$ cat src/rtl/usb_pkg.sv
// Shared types for the USB data buffer.
// Depth, byte and occupancy widths.
package usb_pkg;
  localparam int BUF_DEPTH = 64;
  typedef logic [7:0] byte_t;
  typedef logic [6:0] occ_t;
endpackage

$ cat src/rtl/buffer_mem.sv
// DEPTH x 8 register file with synchronous write
// and a registered read port.
module buffer_mem
  import usb_pkg::*;
#(
  parameter int DEPTH = BUF_DEPTH,
  parameter int AW    = $clog2(DEPTH)
) (
  input  logic          clk,
  input  logic          rst,
  input  logic          we,
  input  logic [AW-1:0] waddr,
  input  byte_t         wdata,
  input  logic          re,
  input  logic [AW-1:0] raddr,
  output byte_t         rdata
);

  byte_t mem [DEPTH];
  byte_t rdata_q;
  byte_t rdata_d;

  always_ff @(posedge clk) begin
    if (we) begin
      mem[waddr] <= wdata;
    end
  end

  // Read register holds its last byte when no read is granted.
  always_comb begin
    rdata_d = rdata_q;
    if (re) begin
      rdata_d = mem[raddr];
    end
  end

  always_ff @(posedge clk or posedge rst) begin
    if (rst) begin
      rdata_q <= '0;
    end else begin
      rdata_q <= rdata_d;
    end
  end

  assign rdata = rdata_q;

endmodule

$ cat src/rtl/usb_buffer_arb.sv
// Arbitrates RX/host writers and TX/host readers
// onto the shared circular USB data buffer.
module usb_buffer_arb
  import usb_pkg::*;
#(
  parameter int DEPTH = BUF_DEPTH
) (
  input  logic       clk,
  input  logic       rst,
  input  logic       rx_store_packet_data,
  input  logic [7:0] rx_packet_data,
  input  logic       store_tx_data,
  input  logic [7:0] tx_data,
  input  logic       get_tx_packet_data,
  input  logic       get_rx_data,
  input  logic       flush,
  output logic [7:0] rd_data,
  output logic       tx_rd_valid,
  output logic       host_rd_valid,
  output logic [6:0] buffer_occupancy,
  output logic       wr_denied,
  output logic       rd_denied
);

  localparam int AW = $clog2(DEPTH);

  logic [AW-1:0] wptr_q, wptr_d;
  logic [AW-1:0] rptr_q, rptr_d;
  occ_t          occ_q, occ_d;
  logic          tx_vld_q, tx_vld_d;
  logic          host_vld_q, host_vld_d;
  logic          wr_den_q, wr_den_d;
  logic          rd_den_q, rd_den_d;

  logic  wr_req, rd_req;
  logic  wr_ok, rd_ok;
  logic  full, empty;
  byte_t wr_byte;

  assign full    = (occ_q == occ_t'(DEPTH));
  assign empty   = (occ_q == '0);
  assign wr_req  = rx_store_packet_data | store_tx_data;
  assign rd_req  = get_tx_packet_data | get_rx_data;
  assign wr_byte = rx_store_packet_data ? rx_packet_data : tx_data;
  assign wr_ok   = wr_req & ~full & ~flush;
  assign rd_ok   = rd_req & ~empty & ~flush;

  // Flush suppresses every grant and every denied pulse.
  always_comb begin
    wptr_d     = wptr_q;
    rptr_d     = rptr_q;
    occ_d      = occ_q + occ_t'(wr_ok) - occ_t'(rd_ok);
    tx_vld_d   = rd_ok & get_tx_packet_data;
    host_vld_d = rd_ok & ~get_tx_packet_data;
    wr_den_d   = ~flush & ((rx_store_packet_data & store_tx_data)
                           | (wr_req & full));
    rd_den_d   = ~flush & ((get_tx_packet_data & get_rx_data)
                           | (rd_req & empty));
    if (wr_ok) begin
      wptr_d = wptr_q + AW'(1);
    end
    if (rd_ok) begin
      rptr_d = rptr_q + AW'(1);
    end
    if (flush) begin
      wptr_d = '0;
      rptr_d = '0;
      occ_d  = '0;
    end
  end

  always_ff @(posedge clk or posedge rst) begin
    if (rst) begin
      wptr_q     <= '0;
      rptr_q     <= '0;
      occ_q      <= '0;
      tx_vld_q   <= 1'b0;
      host_vld_q <= 1'b0;
      wr_den_q   <= 1'b0;
      rd_den_q   <= 1'b0;
    end else begin
      wptr_q     <= wptr_d;
      rptr_q     <= rptr_d;
      occ_q      <= occ_d;
      tx_vld_q   <= tx_vld_d;
      host_vld_q <= host_vld_d;
      wr_den_q   <= wr_den_d;
      rd_den_q   <= rd_den_d;
    end
  end

  buffer_mem #(
    .DEPTH (DEPTH)
  ) u_mem (
    .clk   (clk),
    .rst   (rst),
    .we    (wr_ok),
    .waddr (wptr_q),
    .wdata (wr_byte),
    .re    (rd_ok),
    .raddr (rptr_q),
    .rdata (rd_data)
  );

  assign tx_rd_valid      = tx_vld_q;
  assign host_rd_valid    = host_vld_q;
  assign buffer_occupancy = occ_q;
  assign wr_denied        = wr_den_q;
  assign rd_denied        = rd_den_q;

endmodule

$ cat config.mk
export PLATFORM = sky130hd
export DESIGN_NAME = usb_buffer_arb
export DESIGN_NICKNAME = d
export VERILOG_FILES = /design/src/rtl/usb_pkg.sv /design/src/rtl/buffer_mem.sv /design/src/rtl/usb_buffer_arb.sv
export SDC_FILE = /design/constraint.sdc
export NUM_CORES = 1
export LEC_CHECK = 0
export CORE_MARGIN = 4
export CORE_UTILIZATION = 62
export DETAILED_ROUTE_END_ITERATION = 10
export MAX_ROUTING_LAYER = met4
export PLACE_DENSITY = 0.8
export SLEW_MARGIN = 20
export SYNTH_ARGS = -nofsm -noshare
export SYNTH_HDL_FRONTEND = slang
export SYNTH_SLANG_ARGS = --single-unit
$ cat constraint.sdc
create_clock -name clk -period 3.55 [get_ports clk]
set_input_delay 0.5325 -clock clk [delete_from_list [all_inputs] [get_ports clk]]
set_output_delay 0.5325 -clock clk [all_outputs]
set_load 0.005 [all_outputs]
# ---- After elaboration in Yosys (flattened, before gate mapping)
# Memories as Yosys holds them, arrays and structs flattened. A register that Yosys moved wholly into a read port is not among the register bits.
# Index checks and enable logic that the tools add are counted.
dict set report word_totals {
  reg_bits 23
  mem_bits_rw 512
  in_bits 23
  out_inout_bits 19
  word_cells 44
  mem_count 1
}
# name depth width rd rd_clocked_by_memory_dff write_ports line
set mem_list {}
lappend mem_list {u_mem.mem 64 8 1 1 1 buffer_mem.sv:19} ;# byte_t mem [DEPTH];
dict set report classes {
  addsub 4
  n_eq_ne 1
  mux 8
  n_bitwise 20
  reduce_logical 3
}
# op count
set op_table {}
lappend op_table {{6-bit two-way mux} 4}
lappend op_table {{6-bit by 1-bit adder with 6-bit output (second input constant)} 2}
lappend op_table {{1-bit bitwise AND} 12}
lappend op_table {{8-bit two-way mux} 1}
lappend op_table {{7-bit by 1-bit adder with 7-bit output} 1}
lappend op_table {{7-bit == test (second input constant)} 1}
lappend op_table {{7-bit logical NOT} 1}
lappend op_table {{7-bit two-way mux} 1}
lappend op_table {{7-bit by 1-bit subtractor with 7-bit output} 1}
lappend op_table {{1-bit NOT} 4}
lappend op_table {{1-bit bitwise OR} 4}
lappend op_table {{2-bit nonzero test} 2}
lappend op_table {{1-bit two-way mux} 2}

# ---- Longest topological paths before layout
# Gate-level depths: netlist of the first run.
dict set report depth {
  depth_word 7
  depth_mapped 17
  mapped_depth_nobuf 17
}

# ---- By module
# Synthesis of the first run repeated with hierarchy kept, for this count alone.
dict set report unflattened {
  cells_unflattened 1088
  area_unflattened_um2 21722.1
}
# mod instances cells_each area_per_inst_um2 seq_area_each_um2
set by_module_without_submodules {}
lappend by_module_without_submodules {buffer_mem 1 939 20233.2 15574.9}
lappend by_module_without_submodules {usb_buffer_arb 1 149 1488.9 575.6}

# ---- Worst setup path after synthesis of the first run
# No wires, ideal clock.
dict set report synth_timing {
  path_kind {reg-to-reg}
  start {register occ_q[2] (netlist: buffer_occupancy[2])}
  end {register occ_q[6] (netlist: buffer_occupancy[6])}
  setup_time_ps 136
  arrival_ps 2873
  required_ps 3414
  setup_slack_ps 541
  stages_incl_launch_ff 17
  path_buffers 0
  period_less_slack_ps 3009
  path_cell_list {dfrtp_1 > inv_1 > ha_1 > nor4bb_1 > a21oi_2 > nand2b_1 > ha_1 > inv_1 > ha_1 > inv_1 > fa_1 > nand2b_1 > a21oi_1 > o21ai_0 > a21oi_1 > or3_1 > a21oi_1}
}
dict set report synth_via {
  elab_chain_len 7
  word_cells_on_any_way 11
  classes_between {add/sub (2); eq/ne (1); mux (1); bitwise (6); reduce/logical (1)}
}
# element line
set synth_rtl {}
lappend synth_rtl {{from (decl)} usb_buffer_arb.sv:29} ;# occ_t occ_q, occ_d;
lappend synth_rtl {{from (signal assigned)} usb_buffer_arb.sv:76} ;# occ_q <= '0;
lappend synth_rtl {{from (signal assigned)} usb_buffer_arb.sv:84} ;# occ_q <= occ_d;
lappend synth_rtl {{7-bit == test} usb_buffer_arb.sv:40} ;# assign full = (occ_q == occ_t'(DEPTH));
lappend synth_rtl {{1-bit NOT} usb_buffer_arb.sv:45} ;# assign wr_ok = wr_req & ~full & ~flush;
lappend synth_rtl {{1-bit bitwise AND (2 in series)} usb_buffer_arb.sv:45}
lappend synth_rtl {{7-bit by 1-bit adder with 7-bit output} usb_buffer_arb.sv:52} ;# occ_d = occ_q + occ_t'(wr_ok) - occ_t'(rd_ok);
lappend synth_rtl {{7-bit by 1-bit subtractor with 7-bit output *} usb_buffer_arb.sv:52}
lappend synth_rtl {{7-bit two-way mux *} usb_buffer_arb.sv:65} ;# if (flush) begin
lappend synth_rtl {{via occ_d[6]} usb_buffer_arb.sv:29}
# The timed path passes the listed nets; every way through them passes the cells marked *.
# A chain may end at the register's enable or synchronous reset.

# ---- Worst setup path after layout of the first run
# Ends and elaborated chain as after synthesis.

==> out/qor.csv, run 1 <==
metric;value;unit
endpoint_required_time_on_the_critical_path;4.04;ns
drt_pass1_iterations;5;
number_of_enable_flip_flop_cells_after_synthesis;512;
ios;42;
synth_seq_cells;543;
die-width;195;um
synth_nets;1171;
clock_latency;0.58;ns
drc;0;
port-buffer-count;41;
finalWorstSetupSlack;0.338;ns
postRouteAntennaNets;0;
synthTopCellsByArea;sky130_fd_sc_hd__edfxtp_1, sky130_fd_sc_hd__mux4_2, sky130_fd_sc_hd__mux2i_1;
data_arrival_critical_path;3.70;ns
rsz0062_at_grt;false;
drv_slew;0;
synthesis.yosys.warnings;0;
numCtsBuffers;51;
h-tree-depth;2;
worst_clock_skew;0.0227;ns
timing.final.setup_violations;0;
starting_density_of_the_core;0.627;
cts_tree;done;
slew-limit-headroom;0.345;
fin_nets;1306;
die_h;195;um
synthesis.instances;1136;
detailroute.via_count;11400;
top_cell_type_by_total_area_after_synthesis;sky130_fd_sc_hd__edfxtp_1;
first_global_vias;11800;
cts_hold_buffers;0;
fp-row-count;68;
fin_crit_sh;0.905;
ys_types;48;
powerDensity;662;nW/um^2
leading_cell_type_by_number_of_instances_after_synthesis;sky130_fd_sc_hd__edfxtp_1;
drt_iter0_drc;1433;
dp.final_hpwl;30700;um
synthAdderAreaFrac;0.00730;
synth_compound_gate_area_share;0.0282;
pre_cts_ws;0.197;ns
clkTransAtPathRegs;0.06;ns
grt_max_degree;65;
gp_routability_congestion;0.906;
yosys-mux-area-fraction;0.147;
power;16.3;mW
critical_path.reg2reg.startpoint;buffer_occupancy[2]$_DFF_PP0_;
drv_cap;0;
worstPathMaxFanout;3;
diodes;0;
yosys.area_share.xor_xnor;0.00568;
postCtsResizedCells;0;
drt-total-wl;48500;um
final_layout_size_suffix_gt1_frac;0.220;
leakage;7.95;nW
critPathCaptureType;register;
core;34500;um^2
postCtsSetupBuffers;0;
globalRouteOverflowTotal;0;
finalHoldViolCount;0;
clock_path_buffers;3;
detail_route.vias_per_cell;6.47;
actual_slew_at_the_worst_max_slew_pin;0.982;ns
gr-usage-all-layers;0.269;
reg_to_reg_end;buffer_occupancy[6]$_DFF_PP0_;
hold_class;primary input to async pin;
clock-sinks;543;
worst_case_reg_to_reg_path_depth;16;
rrSetupSlack;0.34;ns
synth_commonest_cells;sky130_fd_sc_hd__edfxtp_1, sky130_fd_sc_hd__nor2_1, sky130_fd_sc_hd__mux4_2;
worst_setup_path_start_kind;register;
outcome;finished, final reports clean;
postSynth.asyncResetShare;0.0571;
synth_top_family_by_area;multiplexers;
yosys.area_share.simple;0.0447;
syn_to_final_growth;13.9;%
irDropWorstVdd;411;uV
wire_length_of_the_first_global_routing_pass;74200;um
finalSetupTns;0;ns
synth.avg_cell_area;19.0;um^2
timing.final.crit_period;3.21;ns
fin_hold_ws;0.406;ns
detail_route.wl_per_cell;27.5;um
crit_type;register to register;
die-area;37900;um^2
grt_antenna_before_repair;0;
syn_area;21600;um^2
ys.flop_type;sky130_fd_sc_hd__edfxtp_1;
cts-root-buf;sky130_fd_sc_hd__clkbuf_16;
max_freq;311;MHz
synth.top_cell.area_share;0.712;
ys_seq_area_frac;0.748;
==> registers in the layout, indices dropped and copies added (netlist names) <==
register / count
u_mem.mem: 512
u_mem.rdata: 8
buffer_occupancy: 7
rptr_q: 6
wptr_q: 6
host_rd_valid: 1
rd_denied: 1
tx_rd_valid: 1
wr_denied: 1
==> cells by family after synthesis <==
kind of cell	count (synthesis)
flops	543
simple gates	206
mux	192
compound gates	95
buf+inv	74
xor+xnor	14
fa+ha+maj	12
==> metrics by stage <==
| stage | utilization | instance area (um^2) | std cells |
|---|---|---|---|
| after floorplan | - | 21600 | 1136 |
| after global placement | 0.668 | 23000 | 1673 |
| after detailed placement | 0.668 | 23000 | 1673 |
| after CTS | 0.714 | 24600 | 1763 |
| after global routing | 0.714 | 24600 | 1763 |
| final | 0.714 | 24600 | 1763 |
==> layout by cell type (no fill, tap or decap), drive strengths merged, types with 7 or more instances in the layout <==
master,netlist,layout
mux2i,85,85
a32oi,9,9
nand3b,9,9
dfrtp,31,31
ha,11,11
clkdlybuf4s50,0,41
edfxtp,512,512
mux2,8,8
a22oi,7,7
nand3,13,13
mux4,99,99
inv,14,14
nor2,100,100
buf,45,101
a21oi,8,8
nand2,36,36
o21ai,22,22
clkbuf,15,60
nor3,16,16
clkinv,0,27
xor2,8,8
a31oi,8,8
o22ai,33,33
==> area by class of cell <==
cell class                      instances  area [um^2]
Inverter                               14         52.6
Fill cell                            1958         9870
Clock inverter                         30          213
Clock buffer                           60         1350
Timing Repair Buffer                  142         1220
Tap cell                              455          569
Sequential cell                       543        16200
Multi-Input combinational cell        519         5020
==> worst max path at each step <==
stage / startpoint / endpoint
finish: buffer_occupancy[2]$_DFF_PP0_ / buffer_occupancy[6]$_DFF_PP0_
floorplan: buffer_occupancy[2]$_DFF_PP0_ / buffer_occupancy[6]$_DFF_PP0_
global route: buffer_occupancy[2]$_DFF_PP0_ / buffer_occupancy[6]$_DFF_PP0_
detailed placement: get_tx_packet_data / buffer_occupancy[6]$_DFF_PP0_
global placement: get_tx_packet_data / buffer_occupancy[6]$_DFF_PP0_
CTS: buffer_occupancy[2]$_DFF_PP0_ / buffer_occupancy[6]$_DFF_PP0_
==> worst max-delay path, stage by stage (launching register included) <==
cell                       delay (ns)
sky130_fd_sc_hd__dfrtp_1         0.40
sky130_fd_sc_hd__inv_1           0.09
sky130_fd_sc_hd__ha_1            0.17
sky130_fd_sc_hd__nor4bb_1        0.43
sky130_fd_sc_hd__a21oi_2         0.12
sky130_fd_sc_hd__nand2b_1        0.09
sky130_fd_sc_hd__ha_1            0.23
sky130_fd_sc_hd__inv_1           0.06
sky130_fd_sc_hd__ha_1            0.15
sky130_fd_sc_hd__inv_1           0.06
sky130_fd_sc_hd__fa_1            0.43
sky130_fd_sc_hd__nand2b_1        0.16
sky130_fd_sc_hd__a21oi_1         0.19
sky130_fd_sc_hd__o21ai_0         0.14
sky130_fd_sc_hd__a21oi_1         0.19
sky130_fd_sc_hd__o21ai_0         0.11
sky130_fd_sc_hd__a21oi_1         0.13
==> metal layers <==
layer / up-vias / share of wire / global-route usage
li1: 4839 / - / -
met1: 5812 / 0.38 / 0.361
met2: 626 / 0.49 / 0.421
met3: 134 / 0.081 / 0.0468
met4: 0 / 0.046 / 0.106
met5: - / 0 / -
==> power by group <==
group          internal (mW)  switching (mW)  leakage [nW]
Clock                   2.92            2.23         0.779
Sequential              7.21           0.321          5.00
Combinational           1.76            1.84          2.17
Total                   11.9            4.39          7.95
No activity file was read; power rests on OpenSTA's default activity.
==> run 2: changes to the inputs <==
Settings changed: SYNTH_HIERARCHICAL from default to 1.
==> run 2 against run 1 <==
  * Power is 2.1% lower
  * Critical path depth decreased by 1
  * Setup slack improved by 0.010 ns
  * Global-route usage shrank 0.36 points
==> out/qor.csv, run 2 <==
metric;value;unit;change
drv_cap;0;;unchanged
finalSetupTns;0;ns;unchanged
ys.flop_type;sky130_fd_sc_hd__edfxtp_1;;
gr-usage-all-layers;0.265;;-0.00362
synthesis.instances;1088;;-4.2%
routedLengthMet1;17800;um;-3.5%
wire_length_of_the_first_global_routing_pass;73600;um;-0.85%
diodes;0;;unchanged
number_of_enable_flip_flop_cells_after_synthesis;512;;unchanged
h-tree-depth;2;;unchanged
fin_nets;1252;;-4.1%
top_layer_used;met4;;
drt-total-wl;47900;um;-1.4%
postRouteAntennaNets;0;;unchanged
postSynth.asyncResetShare;0.0571;;unchanged
synthesis.yosys.warnings;6;;+6
cp_cell_sequence;inv_1 > ha_1 > and4bb_1 > a21oi_2 > and2_1 > inv_2 > ha_1 > inv_1 > ha_1 > inv_1 > fa_1 > nor2b_1 > o311ai_1 > a21oi_1 > o211ai_1;;
drv_slew;0;;unchanged
synth.top_cell.area_share;0.708;;-0.00418
gp_routability_congestion;0.845;;-6.8%
synth.avg_cell_area;20.0;um^2;+5.0%
final_layout_size_suffix_gt1_frac;0.272;;+0.0520
numCtsBuffers;52;;+2.0%
crit_path_top_delay_cell;sky130_fd_sc_hd__fa_1;;
cts_hold_buffers;0;;unchanged
powerDensity;641;nW/um^2;-3.3%
finalHoldViolCount;0;;unchanged
worst_setup_path_start_kind;register;;
synth_seq_cells;543;;unchanged
worst_clock_skew;0.0283;ns;+0.00561 ns
first_global_vias;11600;;-2.3%
cts_tree;done;;
synth_commonest_cells;sky130_fd_sc_hd__edfxtp_1, sky130_fd_sc_hd__mux4_2, sky130_fd_sc_hd__nor2_1;;
registers.top_by_ff_count;u_mem/mem;;
ys_types;49;;+2.1%
timing.final.crit_period;3.20;ns;-0.0100 ns
drt_pass1_iterations;6;;+1
clock-sinks;543;;unchanged
rsz0062_at_grt;false;;
grt_max_degree;65;;unchanged
clock_path_buffers;3;;unchanged
data_arrival_critical_path;3.62;ns;-0.08 ns
critPathCaptureType;register;;
synthTopCellsByArea;sky130_fd_sc_hd__edfxtp_1, sky130_fd_sc_hd__mux4_2, sky130_fd_sc_hd__dfrtp_1;;
ys_seq_area_frac;0.744;;-0.00439
fin_crit_sh;0.902;;-0.00283
postCtsResizedCells;0;;unchanged
drt_iter0_drc;1275;;-11%
critical-path-top-delay-family;adder cells;;
hold_class;primary input to async pin;;
max_freq;312;MHz;+0.31%
top_cell_type_by_total_area_after_synthesis;sky130_fd_sc_hd__edfxtp_1;;
postCtsSetupBuffers;0;;unchanged
outcome;finished, final reports clean;;
cts-root-buf;sky130_fd_sc_hd__clkbuf_16;;
die_h;195;um;+0.29%
dp.final_hpwl;29500;um;-3.6%
irDropWorstVdd;465;uV;+13%
detailroute.via_count;11200;;-1.9%
globalRouteOverflowTotal;0;;unchanged
leakage;8.00;nW;+0.62%
syn_to_final_growth;14.5;%;
met2WireLength;25100;um;+4.9%
synth_nets;1123;;-4.1%
final_core_utilization;0.720;;+0.00665
actual_slew_at_the_worst_max_slew_pin;0.959;ns;-0.0232 ns
core;34500;um^2;+0.25%
largest_reg_flops;512;;unchanged
timing.final.setup_violations;0;;unchanged
grt_antenna_before_repair;0;;unchanged
drc;0;;unchanged
starting_density_of_the_core;0.629;;+0.00215
fp-row-count;68;;unchanged
detail_route.vias_per_cell;6.53;;+0.88%
clock_latency;0.58;ns;about the same
most-common-layout-cells;sky130_fd_sc_hd__edfxtp_1, sky130_fd_sc_hd__mux4_2, sky130_fd_sc_hd__nor2_1;;
wl_met3;3700;um;-5.7%
port-buffer-count;41;;unchanged
syn_area;21700;um^2;+0.59%
fin_hold_ws;0.372;ns;-0.0346 ns
critical_path.n_buffers_inverters;4;;+1
die-width;195;um;+0.29%
rrSetupSlack;0.35;ns;about the same
slowest_delay;0.40;ns;-0.03 ns
endpoint_required_time_on_the_critical_path;3.97;ns;-0.07 ns
crit_type;register to register;;
layout_commonest_cell;sky130_fd_sc_hd__edfxtp_1;;
ios;42;;unchanged
die-area;38100;um^2;+0.57%
worstPathMaxFanout;7;;+4
leading_cell_type_by_number_of_instances_after_synthesis;sky130_fd_sc_hd__edfxtp_1;;
slew-limit-headroom;0.361;;+0.0155
clkTransAtPathRegs;0.06;ns;about the same
detail_route.wl_per_cell;27.9;um;+1.4%
## run 2: cells by family after synthesis
group | after synthesis | synth area share
flip-flops | 543 | 0.744
multiplexers | 202 | 0.165
AND/OR/NAND/NOR | 162 | 0.0349
buffers and inverters | 81 | 0.0176
AO/OA/AOI/OAI | 76 | 0.0274
XOR/XNOR | 12 | 0.00484
adder cells (fa/ha/maj) | 12 | 0.00726
## run 2: path summary, 6_finish.rpt
check / from / endpoint / cells past startpoint
setup / recovery: buffer_occupancy[2]$_DFF_PP0_ / buffer_occupancy[6]$_DFF_PP0_ / 15
min in group clk: store_tx_data / wr_denied$_DFF_PP0_ / 3
hold reg to reg: u_mem/rdata[0]$_DFFE_PP0P_ / u_mem/rdata[0]$_DFFE_PP0P_ / 2
setup reg to reg: buffer_occupancy[2]$_DFF_PP0_ / buffer_occupancy[6]$_DFF_PP0_ / 15
max in group asynchronous: rst / rptr_q[0]$_DFFE_PP0P_ / 2
hold / removal: rst / u_mem/rdata[6]$_DFFE_PP0P_ / 2
## run 2: power breakdown
group / internal, mW / switching, mW / total (mW)
Combinational: 1.42 / 1.52 / 2.94
Sequential: 7.21 / 0.269 / 7.48
Clock: 3.25 / 2.27 / 5.52
Total: 11.9 / 4.05 / 15.9
## run 2: per-stage QoR
step / std cells / cell area, um^2 / power [mW] / setup slack (ns)
3_5_place_dp: 1618 / 23200 / 10.5 / 0.271
6_report: 1715 / 24900 / 15.9 / 0.348
5_1_grt: 1715 / 24900 / 16.5 / 0.0986
3_3_place_gp: 1618 / 23200 / 10.4 / 0.323
2_1_floorplan: 1088 / 21700 / 9.53 / 0.570
4_1_cts: 1715 / 24900 / 16.0 / 0.362
## run 2: layout make-up
type | instances | area [um^2]
sequential | 543 | 16200
fill | 2008 | 9660
multi-input combinational | 464 | 5190
clock buffer | 72 | 1470
timing repair buffer | 136 | 1160
tap | 455 | 569
clock inverter | 25 | 256
inverter | 20 | 75.1
## run 2: worst register-to-register path, stage by stage, from the launching register on
cell,delay [ns]
sky130_fd_sc_hd__dfrtp_1,0.37
sky130_fd_sc_hd__inv_1,0.07
sky130_fd_sc_hd__ha_1,0.22
sky130_fd_sc_hd__and4bb_1,0.31
sky130_fd_sc_hd__a21oi_2,0.27
sky130_fd_sc_hd__and2_1,0.21
sky130_fd_sc_hd__inv_2,0.04
sky130_fd_sc_hd__ha_1,0.27
sky130_fd_sc_hd__inv_1,0.06
sky130_fd_sc_hd__ha_1,0.16
sky130_fd_sc_hd__inv_1,0.06
sky130_fd_sc_hd__fa_1,0.40
sky130_fd_sc_hd__nor2b_1,0.22
sky130_fd_sc_hd__o311ai_1,0.16
sky130_fd_sc_hd__a21oi_1,0.15
sky130_fd_sc_hd__o211ai_1,0.10
## run 2: layer usage
metal / vias up / GRT usage
met1: 5819 / 0.361
li1: 4706 / -
met4: 0 / 0.0693
met3: 97 / 0.0373
met5: - / -
met2: 576 / 0.435
